### src/rtl/csi2tx_pixel_seq_if.sv
// Pixel bus between the sensor front end and csi2tx_pixel_seq, with the
// sequencer outputs that feed the p2b converters.
interface csi2tx_pixel_seq_if;
  // Handshake: there is no ready and no backpressure. A sensor pixel is taken on
  // every rising edge where sensor_pixel_vld is 1, and pixel_data/pixel_cnt are
  // meaningful only in cycles where pixel_data_vld is 1. The two exceptions are
  // pixel_cnt on the line-end strobe cycle and pixel_data_d1, which holds.
  logic        sensor_frame_start;
  logic        sensor_frame_end;
  logic        sensor_pixel_vld;
  logic [31:0] sensor_pixel_data;

  logic [31:0] pixel_data;
  logic [31:0] pixel_data_d1;
  logic        pixel_data_vld;
  logic [2:0]  pixel_cnt;
  logic        sensor_pixel_vld_falling_edge;
  logic        odd_even_line;
  logic [15:0] line_pixel_count;
  logic        line_len_err;

  modport master (
    output sensor_frame_start, sensor_frame_end, sensor_pixel_vld, sensor_pixel_data,
    input  pixel_data, pixel_data_d1, pixel_data_vld, pixel_cnt,
           sensor_pixel_vld_falling_edge, odd_even_line, line_pixel_count, line_len_err
  );

  modport slave (
    input  sensor_frame_start, sensor_frame_end, sensor_pixel_vld, sensor_pixel_data,
    output pixel_data, pixel_data_d1, pixel_data_vld, pixel_cnt,
           sensor_pixel_vld_falling_edge, odd_even_line, line_pixel_count, line_len_err
  );
endinterface

### src/rtl/csi2tx_pixel_seq.sv
// Pixel input sequencer for the CSI-2 TX p2b converters: registers pixels and tracks the
// group index, line end, odd/even line. Optional line length check: CSI2TX_PIXEL_SEQ_LINE_LEN_CHK_EN.
module csi2tx_pixel_seq (
  input  logic                 clk,
  input  logic                 rst_n,
  input  logic [2:0]           cfg_pixel_cnt_wrap,
  input  logic [15:0]          cfg_line_pixels,
  csi2tx_pixel_seq_if.slave    bus,
  output logic [1:0]           o_dbg_state
);

  typedef enum logic [1:0] {
    FRAME_IDLE = 2'd0,
    LINE_IDLE  = 2'd1,
    ACTIVE     = 2'd2,
    LINE_END   = 2'd3
  } state_t;

  state_t      r_state;
  state_t      w_next;
  logic        w_accept;
  logic        w_first;
  logic        w_fs_take;
  logic        r_fe_pend;
  logic [2:0]  r_wrap;
  logic [2:0]  w_cnt_inc;
  logic [31:0] r_data;
  logic [31:0] r_data_d1;
  logic        r_vld;
  logic [2:0]  r_cnt;
  logic        r_odd_even;
  logic [15:0] r_line_cnt;
  logic        r_len_err;

  logic w_fs, w_fe, w_vld;
  assign w_fs  = bus.sensor_frame_start;
  assign w_fe  = bus.sensor_frame_end;
  assign w_vld = bus.sensor_pixel_vld;

  // frame_end always has priority; in ACTIVE it first routes through LINE_END so the
  // strobe is not lost, and r_fe_pend completes the exit to FRAME_IDLE.
  always_comb begin
    w_next    = r_state;
    w_accept  = 1'b0;
    w_fs_take = 1'b0;
    case (r_state)
      FRAME_IDLE: begin
        if (!w_fe && w_fs) begin
          w_next    = LINE_IDLE;
          w_fs_take = 1'b1;
        end
      end
      LINE_IDLE: begin
        if (w_fe) begin
          w_next = FRAME_IDLE;
        end else if (w_fs) begin
          w_next    = LINE_IDLE;
          w_fs_take = 1'b1;
        end else if (w_vld) begin
          w_next   = ACTIVE;
          w_accept = 1'b1;
        end
      end
      ACTIVE: begin
        if (w_fe) begin
          w_next = LINE_END;
        end else if (w_fs) begin
          w_next    = LINE_IDLE;
          w_fs_take = 1'b1;
        end else if (w_vld) begin
          w_accept = 1'b1;
        end else begin
          w_next = LINE_END;
        end
      end
      LINE_END: begin
        if (w_fe || r_fe_pend) begin
          w_next = FRAME_IDLE;
        end else if (w_fs) begin
          w_next    = LINE_IDLE;
          w_fs_take = 1'b1;
        end else if (w_vld) begin
          w_next   = ACTIVE;
          w_accept = 1'b1;
        end else begin
          w_next = LINE_IDLE;
        end
      end
      default: w_next = FRAME_IDLE;
    endcase
  end

  assign w_first   = w_accept && (r_state != ACTIVE);
  assign w_cnt_inc = (r_cnt == r_wrap) ? 3'd0 : r_cnt + 3'd1;

  always_ff @(posedge clk or negedge rst_n) begin
    if (!rst_n) begin
      r_state   <= FRAME_IDLE;
      r_fe_pend <= 1'b0;
      r_wrap    <= 3'd0;
    end else begin
      r_state   <= w_next;
      r_fe_pend <= (r_state == ACTIVE) && w_fe;
      if (r_state == FRAME_IDLE && w_fs_take) r_wrap <= cfg_pixel_cnt_wrap;
    end
  end

  always_ff @(posedge clk or negedge rst_n) begin
    if (!rst_n) begin
      r_data    <= 32'd0;
      r_data_d1 <= 32'd0;
      r_vld     <= 1'b0;
    end else begin
      r_vld <= w_accept;
      if (w_accept) begin
        r_data    <= bus.sensor_pixel_data;
        r_data_d1 <= r_data;
      end else if (w_fs_take) begin
        r_data_d1 <= 32'd0;
      end
    end
  end

  // Leaving ACTIVE for LINE_END still advances the index, which leaves the
  // residual partial-group size visible during the strobe cycle.
  always_ff @(posedge clk or negedge rst_n) begin
    if (!rst_n) begin
      r_cnt <= 3'd0;
    end else if (w_accept) begin
      r_cnt <= w_first ? 3'd0 : w_cnt_inc;
    end else if (r_state == ACTIVE && w_next == LINE_END) begin
      r_cnt <= w_cnt_inc;
    end else begin
      r_cnt <= 3'd0;
    end
  end

  always_ff @(posedge clk or negedge rst_n) begin
    if (!rst_n) begin
      r_odd_even <= 1'b0;
      r_line_cnt <= 16'd0;
    end else begin
      if (w_fs_take) begin
        r_odd_even <= 1'b0;
      end else if (r_state == LINE_END) begin
        r_odd_even <= ~r_odd_even;
      end

      if (w_fs_take) begin
        r_line_cnt <= 16'd0;
      end else if (w_accept) begin
        if (w_first) begin
          r_line_cnt <= 16'd1;
        end else if (r_line_cnt != 16'hFFFF) begin
          r_line_cnt <= r_line_cnt + 16'd1;
        end
      end
    end
  end

`ifdef CSI2TX_PIXEL_SEQ_LINE_LEN_CHK_EN
  always_ff @(posedge clk or negedge rst_n) begin
    if (!rst_n) begin
      r_len_err <= 1'b0;
    end else if (w_fs_take) begin
      r_len_err <= 1'b0;
    end else if (r_state == LINE_END && r_line_cnt != cfg_line_pixels) begin
      r_len_err <= 1'b1;
    end
  end
`else
  logic w_unused_cfg_line_pixels;
  assign w_unused_cfg_line_pixels = ^cfg_line_pixels;
  assign r_len_err = 1'b0;
`endif

  assign bus.pixel_data                    = r_data;
  assign bus.pixel_data_d1                 = r_data_d1;
  assign bus.pixel_data_vld                = r_vld;
  assign bus.pixel_cnt                     = r_cnt;
  assign bus.sensor_pixel_vld_falling_edge = (r_state == LINE_END);
  assign bus.odd_even_line                 = r_odd_even;
  assign bus.line_pixel_count              = r_line_cnt;
  assign bus.line_len_err                  = r_len_err;
  assign o_dbg_state                       = r_state;

endmodule

### src/flat_wrapper.sv
// flat-port wrapper written by rule: the top's interface ports become plain ports
module csi2tx_pixel_seq_flat 
  (clk, rst_n, cfg_pixel_cnt_wrap, cfg_line_pixels, o_dbg_state, bus_sensor_frame_start, bus_sensor_frame_end, bus_sensor_pixel_vld, bus_sensor_pixel_data, bus_pixel_data, bus_pixel_data_d1, bus_pixel_data_vld, bus_pixel_cnt, bus_sensor_pixel_vld_falling_edge, bus_odd_even_line, bus_line_pixel_count, bus_line_len_err);
  csi2tx_pixel_seq_if bus_i ();
  input  logic clk;
  input  logic rst_n;
  input  logic [2:0] cfg_pixel_cnt_wrap;
  input  logic [15:0] cfg_line_pixels;
  output logic [1:0] o_dbg_state;
  input wire logic [$bits(bus_i.sensor_frame_start)-1:0] bus_sensor_frame_start;
  input wire logic [$bits(bus_i.sensor_frame_end)-1:0] bus_sensor_frame_end;
  input wire logic [$bits(bus_i.sensor_pixel_vld)-1:0] bus_sensor_pixel_vld;
  input wire logic [$bits(bus_i.sensor_pixel_data)-1:0] bus_sensor_pixel_data;
  output wire logic [$bits(bus_i.pixel_data)-1:0] bus_pixel_data;
  output wire logic [$bits(bus_i.pixel_data_d1)-1:0] bus_pixel_data_d1;
  output wire logic [$bits(bus_i.pixel_data_vld)-1:0] bus_pixel_data_vld;
  output wire logic [$bits(bus_i.pixel_cnt)-1:0] bus_pixel_cnt;
  output wire logic [$bits(bus_i.sensor_pixel_vld_falling_edge)-1:0] bus_sensor_pixel_vld_falling_edge;
  output wire logic [$bits(bus_i.odd_even_line)-1:0] bus_odd_even_line;
  output wire logic [$bits(bus_i.line_pixel_count)-1:0] bus_line_pixel_count;
  output wire logic [$bits(bus_i.line_len_err)-1:0] bus_line_len_err;
  assign bus_i.sensor_frame_start = bus_sensor_frame_start;
  assign bus_i.sensor_frame_end = bus_sensor_frame_end;
  assign bus_i.sensor_pixel_vld = bus_sensor_pixel_vld;
  assign bus_i.sensor_pixel_data = bus_sensor_pixel_data;
  assign bus_pixel_data = bus_i.pixel_data;
  assign bus_pixel_data_d1 = bus_i.pixel_data_d1;
  assign bus_pixel_data_vld = bus_i.pixel_data_vld;
  assign bus_pixel_cnt = bus_i.pixel_cnt;
  assign bus_sensor_pixel_vld_falling_edge = bus_i.sensor_pixel_vld_falling_edge;
  assign bus_odd_even_line = bus_i.odd_even_line;
  assign bus_line_pixel_count = bus_i.line_pixel_count;
  assign bus_line_len_err = bus_i.line_len_err;
  csi2tx_pixel_seq u_core (.clk(clk), .rst_n(rst_n), .cfg_pixel_cnt_wrap(cfg_pixel_cnt_wrap), .cfg_line_pixels(cfg_line_pixels), .bus(bus_i), .o_dbg_state(o_dbg_state));
endmodule
### config.mk
export PLATFORM = sky130hd
export DESIGN_NAME = csi2tx_pixel_seq_flat
export DESIGN_NICKNAME = d
export VERILOG_FILES = /design/src/rtl/csi2tx_pixel_seq_if.sv /design/src/rtl/csi2tx_pixel_seq.sv /design/src/flat_wrapper.sv
export SDC_FILE = /design/constraint.sdc
export NUM_CORES = 1
export LEC_CHECK = 0
export ABC_AREA = 1
export CELL_PAD_IN_SITES_DETAIL_PLACEMENT = 1
export CELL_PAD_IN_SITES_GLOBAL_PLACEMENT = 2
export CORE_UTILIZATION = 23
export DETAILED_ROUTE_END_ITERATION = 8
export PLACE_DENSITY = 0.83
export RECOVER_POWER = 100
export SLEW_MARGIN = 20
export SYNTH_ARGS = -nofsm -noshare
export SYNTH_HDL_FRONTEND = slang
export SYNTH_SLANG_ARGS = --single-unit
### constraint.sdc
create_clock -name clk -period 1.8 [get_ports clk]
set_input_delay 0.36 -clock clk [delete_from_list [all_inputs] [get_ports clk]]
set_output_delay 0.36 -clock clk [all_outputs]
set_load 0.05 [all_outputs]
Yosys cells after proc, flatten, opt, wreduce, memory -nomap -nowiden:

Cells that the tools add are included.

* add/subtract/negate cells: 2
* equality and inequality tests: 7
* mux-type cells: 33
* bitwise operators: 1
* reduce and logical (&&, ||, !) cells: 13

Operator list (number)
* 16-bit two-way mux: 4
* 32-bit two-way mux: 2
* 2-bit two-way mux: 10
* 16-bit by 1-bit adder with 16-bit output (second input constant): 1
* 16-bit inequality test (second input constant): 1
* 3-bit two-way mux: 4
* 1-bit two-way mux: 10
* 2-bit case mux with 4 select lines: 1
* 2-bit == test (second input constant): 3
* 1-bit logical AND: 5
* 2-bit nonzero test: 2
* 3-bit by 1-bit adder with 3-bit output (second input constant): 1
* 3-bit == test: 1
* 1-bit case mux with 3 select lines: 1
* 3-bit nonzero test: 1
* 2-bit by 1-bit == test with 1-bit output (second input constant): 1
* 2-bit zero test: 1
* 2-bit inequality test (second input constant): 1
* 1-bit case mux with 2 select lines: 1
* 2-bit AND reduction: 1
* 2-bit OR reduction: 1
* 1-bit zero test: 1
* 1-bit logical OR: 1
* 1-bit inverter: 1

* register bits after elaboration: 91
* bits of input ports: 56
* output and inout bits: 89
* word-level logic and storage cells: 65

Logic depth before layout (Yosys ltp):

Gate-level depths: netlist (run 1).

* word-level depth: 8
* depth in mapped cells: 12
* depth with buffers taken out: 12

Worst setup path before layout (run 1):

OpenSTA, ideal clock, no wires.

* kind: register -> register
* from: register u_core.r_state[0], in the netlist u_core.o_dbg_state[0]
* to: register u_core.r_line_cnt[1], in the netlist u_core.bus.line_pixel_count[1]
* setup time: 0.119 ns
* arrival time: 2.331 ns
* required time: 1.681 ns
* setup slack: -0.650 ns
* cell stages (with the launch flop): 10
* path buffers: 1
* clock period less this slack: 2.450 ns
* path through: dfrtp_1 ha_1 nand2_1 a31oi_4 nor2_4 nand2_1 nand2_4 buf_12 a21oi_2 nor2_2

* elaborated cells on any way between the ends: 15
* classes of those cells: eq/ne: 4; mux: 5; reduce/logical: 6

RTL lines
* from (decl): RTL line csi2tx_pixel_seq.sv:19 `state_t r_state;`
* from (signal assigned): RTL line csi2tx_pixel_seq.sv:102 `r_state <= w_next;`
* 2-bit == test *
* via bus_sensor_pixel_vld_falling_edge: RTL line flat_wrapper.sv:18 `output wire logic [$bits(bus_i.sensor_pixel_vld_falling_edge)-1:0] bus_sensor_pixel_vld_falling_edge;`
* 1-bit case mux with 2 select lines: RTL line csi2tx_pixel_seq.sv:46 `case (r_state)`
* 1-bit logical AND: RTL line csi2tx_pixel_seq.sv:93 `assign w_first = w_accept && (r_state != ACTIVE);`
* 16-bit two-way mux: RTL line csi2tx_pixel_seq.sv:152 `if (w_first) begin`
* 16-bit two-way mux: RTL line csi2tx_pixel_seq.sv:151 `end else if (w_accept) begin`
* 16-bit two-way mux: RTL line csi2tx_pixel_seq.sv:149 `if (w_fs_take) begin`
* to (signal assigned): RTL line csi2tx_pixel_seq.sv:155 `r_line_cnt <= r_line_cnt + 16'd1;`
* to (decl): RTL line csi2tx_pixel_seq.sv:32 `logic [15:0] r_line_cnt;`

The timed path passes the listed nets; every way through them passes the cells marked *. The select of a mux whose other input is x is not followed.
A chain may end at the register's enable or synchronous reset.

Worst setup path in the final report (run 1):

* from: register u_core.r_state[0], in the netlist u_core.o_dbg_state[0]
* to: register u_core.r_line_cnt[11], in the netlist u_core.bus.line_pixel_count[11]

* longest elaborated chain between the ends: 7
* elaborated cells on any way between the ends: 15
* classes of those cells: eq/ne: 4; mux: 5; reduce/logical: 6

Ends and longest elaborated chain (RTL line)
* 2-bit by 1-bit == test with 1-bit output / 2-bit == test (equally long branches): csi2tx_pixel_seq.sv:46
* 2-bit OR reduction (no source line)
* 1-bit case mux with 2 select lines: csi2tx_pixel_seq.sv:46
* 1-bit logical AND: csi2tx_pixel_seq.sv:93
* 16-bit two-way mux: csi2tx_pixel_seq.sv:152
* 16-bit two-way mux: csi2tx_pixel_seq.sv:151
* 16-bit two-way mux: csi2tx_pixel_seq.sv:149

Several ways; a longest one is shown, not always the timed one. The select of a mux whose other input is x is not followed.

==> results.sh, run 1 <==
export IMPL_yosysTopAreaCell="dfrtp_1"
export IMPL_synth_top_cell_area_share=0.547
export IMPL_synth_fp_nets=530
export IMPL_reg2reg_to="u_core.bus.line_pixel_count[11]"
export IMPL_cp_cell_sequence="inv_6, ha_4, inv_4, a31oi_4, clkinvlp_4, buf_6, buf_6, nand4_1, o21ai_2"
export IMPL_leakage_uw=0.00286
export IMPL_crit_type="reg -> reg"
export IMPL_synth_most_common_cell="nand2_1"
export IMPL_vias=3840
export IMPL_finalSetupTns_ps=-300
export IMPL_portBuffers=127
export IMPL_final_nets=699
export IMPL_hp_class="reg -> reg"
export IMPL_drc_errors=0
export IMPL_avgSynthCellArea_um2=8.92
export IMPL_post_route_period_util=1.04
export IMPL_ys_async_sr_fraction=1.00
export IMPL_final_util=0.352
export IMPL_tightestPinTransition_ps=640
export IMPL_synthDistinctLibCells=34
export IMPL_synth_enable_flop_cells=0
export IMPL_grt_max_degree=66
export IMPL_cts_max_path_buffers=2
export IMPL_critPathMaxFanout=6
export IMPL_clk_pin_slew_ps=70
export IMPL_grt_setup_unrepaired="yes"
export IMPL_synth_ff_type="dfrtp_1"
export IMPL_ant_nets=0
export IMPL_n_antenna_cell=0
export IMPL_die_h_um=137
export IMPL_p_int_uw=5520
export IMPL_yosys_top_cells_count="nand2_1 (142), dfrtp_1 (91), inv_1 (42)"
export IMPL_finalHoldViolCount=0
export IMPL_finalSetupViolations=12
export IMPL_peakVddDrop_mv=1.01
export IMPL_slowest_stage="dfrtp_4"
export IMPL_cp_required_ps=2050
export IMPL_seqPwrFrac=0.297
export IMPL_ys_seq_elements=91
export IMPL_cp_end_kind="register"
export IMPL_synthesis_area_um2=4160
export IMPL_crit_top_cell="buf_6"
export IMPL_row_count=48
export IMPL_setup_ws_ps=-67.7
export IMPL_slew_headroom=0.575
export IMPL_place_congestion=0.796
export IMPL_overflow=0
export IMPL_wirelength_mm=13.2
export IMPL_yosys_warnings=0
export IMPL_status="finished, violations left"
export IMPL_power_frac_comb=0.527
export IMPL_ff2ff_path_depth=9
export IMPL_p_clk_frac=0.176
export IMPL_numCtsBuffers=9
export IMPL_antenna_found_initial=0
export IMPL_r2r_start="u_core.o_dbg_state[0]"
export IMPL_coreArea_um2=17500
export IMPL_swShare=0.511
export IMPL_slowest_delay_ps=520
export IMPL_ys_top_cells_by_area="dfrtp_1 (55%), nand2_1 (13%), o21ai_0 (4.9%)"
export IMPL_pre_cts_slack_ps=-191
export IMPL_final_area_um2=6150
export IMPL_grt_usage=0.151
export IMPL_cts_sinks=91
export IMPL_syn_inst=467
export IMPL_insertion_delay_ps=350
export IMPL_vias_per_cell=4.43
export IMPL_drt_iter0_markers=91
export IMPL_cts_root_buf="clkbuf_16"
export IMPL_netSwitchingPower_uw=5770
export IMPL_arrival_ps=2120
export IMPL_hpwl_mm=9.69
export IMPL_grt_first_pass_wirelength_mm=21.7
export IMPL_place_area_um2=5840
export IMPL_die_x_um=137
export IMPL_die_area_um2=18600
export IMPL_fin_crit_ps=1870
export IMPL_clock_skew_ps=5.28
export IMPL_max_cap_viol_count=0
export IMPL_routedWlPerCell_um=15.2
export IMPL_drive_gt1_frac=0.256
export IMPL_grt_pass1_vias=4350
export IMPL_critPathCapture="u_core.bus.line_pixel_count[11]"
export IMPL_dp_cells=838
export IMPL_critPathLaunchType="register"
export IMPL_violations="setup timing"
export IMPL_start_util=0.238
export IMPL_syn2layout_area_growth_pct=47.7
export IMPL_powerDensity_nw_per_um2=1840
export IMPL_slew_violations=0
export IMPL_fin_cells=866
export IMPL_htree_levels=3
export IMPL_reg2reg_slack_ps=-70
export IMPL_fmax_mhz=535
export IMPL_ios=145
export IMPL_critPathLaunch="u_core.o_dbg_state[0]"
export IMPL_drt_pass1_iterations=4
export IMPL_cts_tree="built"
export IMPL_synth_seq_area_share=0.547
[layer usage]
| metal | GRT usage | wire (um) | vias to the layer above |
|---|---|---|---|
| met5 | 0 | 0 | - |
| met2 | 0.256 | 6730 | 104 |
| met1 | 0.170 | 5210 | 1892 |
| met4 | 0.0519 | 177 | 0 |
| met3 | 0.0630 | 1070 | 15 |
| li1 | - | - | 1829 |
[cell type report]
class / count / area, um2
flip-flops and latches: 91 / 2280
clock buffers: 9 / 225
clock inverters: 7 / 82.6
fillers: 2078 / 11300
repair buffers: 176 / 1280
well taps: 225 / 282
multi-input cells: 310 / 1790
inverters: 48 / 203
[cells in the final DEF (no fill, tap or decap), types with 3 or more instances in the layout]
| cell type | n |
|---|---|
| dfrtp_1 | 87 |
| o21ai_1 | 12 |
| clkbuf_1 | 62 |
| o21ai_2 | 6 |
| buf_6 | 7 |
| a21oi_2 | 3 |
| ha_1 | 3 |
| inv_1 | 38 |
| buf_12 | 7 |
| clkbuf_16 | 10 |
| nor2_2 | 7 |
| a22o_1 | 12 |
| nor2_1 | 24 |
| buf_4 | 35 |
| xnor2_1 | 4 |
| clkbuf_2 | 22 |
| nand2_2 | 16 |
| o21bai_1 | 3 |
| ha_4 | 3 |
| nand4_1 | 13 |
| xor2_1 | 4 |
| dfrtp_2 | 3 |
| nand2_1 | 120 |
| mux2_2 | 3 |
| nand3_1 | 17 |
| nand2_4 | 10 |
| o21ai_0 | 33 |
| inv_4 | 5 |
| clkdlybuf4s50_1 | 38 |
[stage by stage]
step / hold slack (ps) / power, uW
global placement: 266 / 9370
detailed placement: 274 / 9560
CTS: 431 / 11700
global route: 507 / 11900
finish: 489 / 11300
floorplan: 64.4 / 7280
[how the worst min path moves through the flow]
stage / from / depth (start not counted) / slack (ps) / end
final: u_core.bus.pixel_data_d1[12] / 2 / 490 / u_core.bus.pixel_data_d1[12]
after global routing: u_core.bus.pixel_data_d1[12] / 2 / 510 / u_core.bus.pixel_data_d1[12]
after CTS: rst_n / 2 / 430 / u_core.bus.pixel_data[16]
after detailed placement: rst_n / 1 / 270 / u_core.bus.pixel_data_d1[16]
after global placement: rst_n / 1 / 270 / u_core.bus.pixel_data[1]
after floorplan: rst_n / 0 / 60 / u_core.bus.line_pixel_count[0]
[power by group through the flow]
stage	Clock, uW	Sequential [uW]	Combinational, uW
2_1_floorplan	0	5840	1440
3_3_place_gp	0	3350	6020
3_5_place_dp	0	3400	6170
4_1_cts	2060	3370	6300
5_1_grt	2130	3460	6340
6_report	1990	3350	5950
[sequential cells by signal, indices dropped and copies added, names as in the netlist]
register	flops
u_core.r_fe_pend	1
u_core.bus.pixel_data_vld	1
u_core.r_wrap	3
u_core.bus.line_pixel_count	16
u_core.o_dbg_state	2
u_core.bus.pixel_data	32
u_core.bus.odd_even_line	1
u_core.bus.pixel_cnt	3
u_core.bus.pixel_data_d1	32
[timing repair]
item	CTS	global route
hold buffers	1	0
pin swaps	2	16
endpoints found under the hold margin	19	0
setup endpoints to repair	20	50
buffers inserted	5	6
cloned	0	1
gates resized for setup	3	57
[worst max-delay path, delay by kind of cell (launching register included)]
kind	cells	cell delay (ps)
AOI/OAI and AO/OA	2	390
and+or+nand+nor	1	90
DFF	1	520
buffers and inverters	5	590
adders and majority gates	1	160
[cells by family after synthesis]
| kind of cell | share of synthesized area |
|---|---|
| compound gates | 0.108 |
| fa+ha+maj | 0.0210 |
| xor+xnor | 0.0168 |
| mux | 0.00811 |
| buf+inv | 0.0736 |
| flops | 0.547 |
| other cells | 0.000901 |
| simple gates | 0.225 |
Power figures use the tool's default switching activity.
==> run 2: changes to the inputs <==
CORE_MARGIN = 4   (was not set)
==> run 2 against run 1 <==
Effect of this change: the run now ends clean; design area increased by 2.4%; register-to-register slack improved by 80 ps; clock skew rose by 5.1 ps; fmax is 4.4% higher; sequential power rose by 2%; core utilization rose by 0.71 points; critical endpoint unchanged.
==> results.sh, run 2 (synthesis gave the netlist of run 1 again) <==
export IMPL_row_count=48
export IMPL_htree_levels=3
export IMPL_coreArea_um2=17500
export IMPL_slowest_stage="dfrtp_4"
export IMPL_start_util=0.237
export IMPL_reg2reg_to="u_core.bus.line_pixel_count[11]"
export IMPL_whs_ps=494
export IMPL_timing_hold_worst_path_depth=2
export IMPL_drc_errors=0
export IMPL_netSwitchingPower_uw=5680
export IMPL_arrival_ps=2060
export IMPL_slowest_delay_ps=520
export IMPL_antenna_found_initial=0
export IMPL_p_clk_frac=0.179
export IMPL_grt_max_degree=66
export IMPL_final_util=0.359
export IMPL_grt_first_pass_wirelength_mm=21.6
export IMPL_holdCritStartpoint="u_core.bus.pixel_data_d1[15]"
export IMPL_layout_common_cells="nand2_1 (128), buf_4 (118), dfrtp_1 (87)"
export IMPL_die_h_um=143
export IMPL_portBuffers=127
export IMPL_p_int_uw=6100
export IMPL_drive_gt1_frac=0.334
export IMPL_drt_iter0_markers=114
export IMPL_fin_crit_ps=1790
export IMPL_fmax_mhz=559
export IMPL_ff2ff_path_depth=11
export IMPL_numCtsBuffers=9
export IMPL_die_area_um2=20300
export IMPL_overflow=0
export IMPL_route_met3_wl_mm=1.15
export IMPL_wirelength_mm=13.3
export IMPL_grt_usage=0.133
export IMPL_ios=145
export IMPL_cp_required_ps=2070
export IMPL_critPathLaunch="u_core.o_dbg_state[0]"
export IMPL_vias=3777
export IMPL_syn2layout_area_growth_pct=51.1
export IMPL_hp_class="reg -> reg"
export IMPL_layout_commonest_cell="nand2_1"
export IMPL_cts_sinks=91
export IMPL_clock_skew_ps=10.3
export IMPL_drt_pass1_iterations=4
export IMPL_power_frac_comb=0.531
export IMPL_post_route_period_util=0.994
export IMPL_slew_headroom=0.588
export IMPL_max_cap_viol_count=0
export IMPL_final_nets=693
export IMPL_ant_nets=0
export IMPL_clk_pin_slew_ps=70
export IMPL_insertion_delay_ps=350
export IMPL_cts_tree="built"
export IMPL_cp_cell_sequence="inv_6, ha_4, inv_4, a31oi_4, buf_12, nor2_4, nand2_4, nand2_8, clkbuf_16, nand2_2, o21ai_2"
export IMPL_reg2reg_slack_ps=10
export IMPL_seqPwrFrac=0.290
export IMPL_wl_met2_mm=6.37
export IMPL_regArea_um2=2280
export IMPL_maxUsedRoutingLayer="met4"
export IMPL_r2r_start="u_core.o_dbg_state[0]"
export IMPL_power_total_uw=11800
export IMPL_hold_end="u_core.bus.pixel_data_d1[15]"
export IMPL_place_congestion=0.804
export IMPL_vias_per_cell=4.39
export IMPL_grt_setup_unrepaired="yes"
export IMPL_crit_type="reg -> reg"
export IMPL_cts_root_buf="clkbuf_16"
export IMPL_finalHoldViolCount=0
export IMPL_grt_pass1_vias=4161
export IMPL_wl_met1_mm=5.69
export IMPL_fill_cells=2054
export IMPL_n_antenna_cell=0
export IMPL_cp_end_kind="register"
export IMPL_powerDensity_nw_per_um2=1870
export IMPL_leakage_uw=0.00307
export IMPL_peakVddDrop_mv=1.10
export IMPL_die_x_um=143
export IMPL_hpwl_mm=9.83
export IMPL_multi_input_area_um2=1730
export IMPL_routedWlPerCell_um=15.5
export IMPL_status="completed"
export IMPL_finalSetupTns_ps=0
export IMPL_swShare=0.482
export IMPL_cts_max_path_buffers=2
export IMPL_finalSetupViolations=0
export IMPL_tightestPinTransition_ps=618
export IMPL_critPathMaxFanout=8
export IMPL_critPathLaunchType="register"
export IMPL_slew_violations=0
## run 2: cell count changes in the layout (fill, tap and decap cells not counted), moves of 3 or more
| cell | delta |
|---|---|
| buf_4 | +83 |
| buf_6 | -6 |
| clkbuf_1 | -61 |
| clkbuf_2 | -20 |
| inv_2 | +3 |
| nand2_1 | +8 |
| nand2_4 | -6 |
| o21ai_0 | +6 |
| o21ai_1 | -7 |
## run 2: layer usage
metal	track usage	vias to the layer above
met5	0	-
met4	0.0255	0
met3	0.0585	8
met2	0.216	103
met1	0.166	1850
li1	-	1816
## run 2: critical path: cells and delay by family (launching register included)
family | cells | cell delay (ps)
DFF | 1 | 520
buffers and inverters | 4 | 470
and+or+nand+nor | 4 | 380
adders and majority gates | 1 | 200
AOI/OAI and AO/OA | 2 | 150
## run 2: worst max-delay path by stage
stage / to / cells past startpoint / slack (ps)
after floorplan: u_core.bus.line_pixel_count[1] / 9 / -70
after global placement: u_core.bus.line_pixel_count[0] / 9 / -240
after detailed placement: u_core.bus.line_pixel_count[0] / 9 / -290
after CTS: u_core.r_wrap[1] / 7 / 4
after global routing: u_core.bus.line_pixel_count[11] / 11 / -70
final: u_core.bus.line_pixel_count[11] / 11 / 10
## run 2: what timing repair did
action | CTS | global route
setup buffers | 0 | 13
hold endpoints to repair | 18 | 0
cloned | 0 | 1
setup endpoints to repair | 12 | 27
hold buffers | 1 | 0
pin swaps | 1 | 8
gates resized for setup | 4 | 26
## run 2: area by class of cell
cell class	count	share of cell area
clock buffers	10	0.0364
clock inverters	6	0.0151
inverters	48	0.0308
multi-input cells	310	0.275
flip-flops and latches	91	0.363
well taps	225	0.0447
repair buffers	170	0.235
## run 2: through the flow
stage / instances / instance area, um2 / setup slack (ps)
6_report: 860 / 6290 / 10.2
2_1_floorplan: 467 / 4240 / -74.2
3_5_place_dp: 837 / 5820 / -289
5_1_grt: 860 / 6290 / -65.6
3_3_place_gp: 837 / 5820 / -242
4_1_cts: 854 / 6160 / 3.74
## run 2: power groups by stage
stage / clock network (uW) / logic (uW) / registers [uW]
after global routing: 2260 / 6660 / 3530
after floorplan: 0 / 1440 / 5840
final: 2110 / 6260 / 3410
after global placement: 0 / 5950 / 3410
after detailed placement: 0 / 6080 / 3440
after CTS: 2200 / 6100 / 3430
==> run 3: changes to the inputs <==
CTS_CLUSTER_DIAMETER = 50   (was not set)
==> results of run 3 <==
The final DEF is identical to that of run 2; final timing and power are the same.
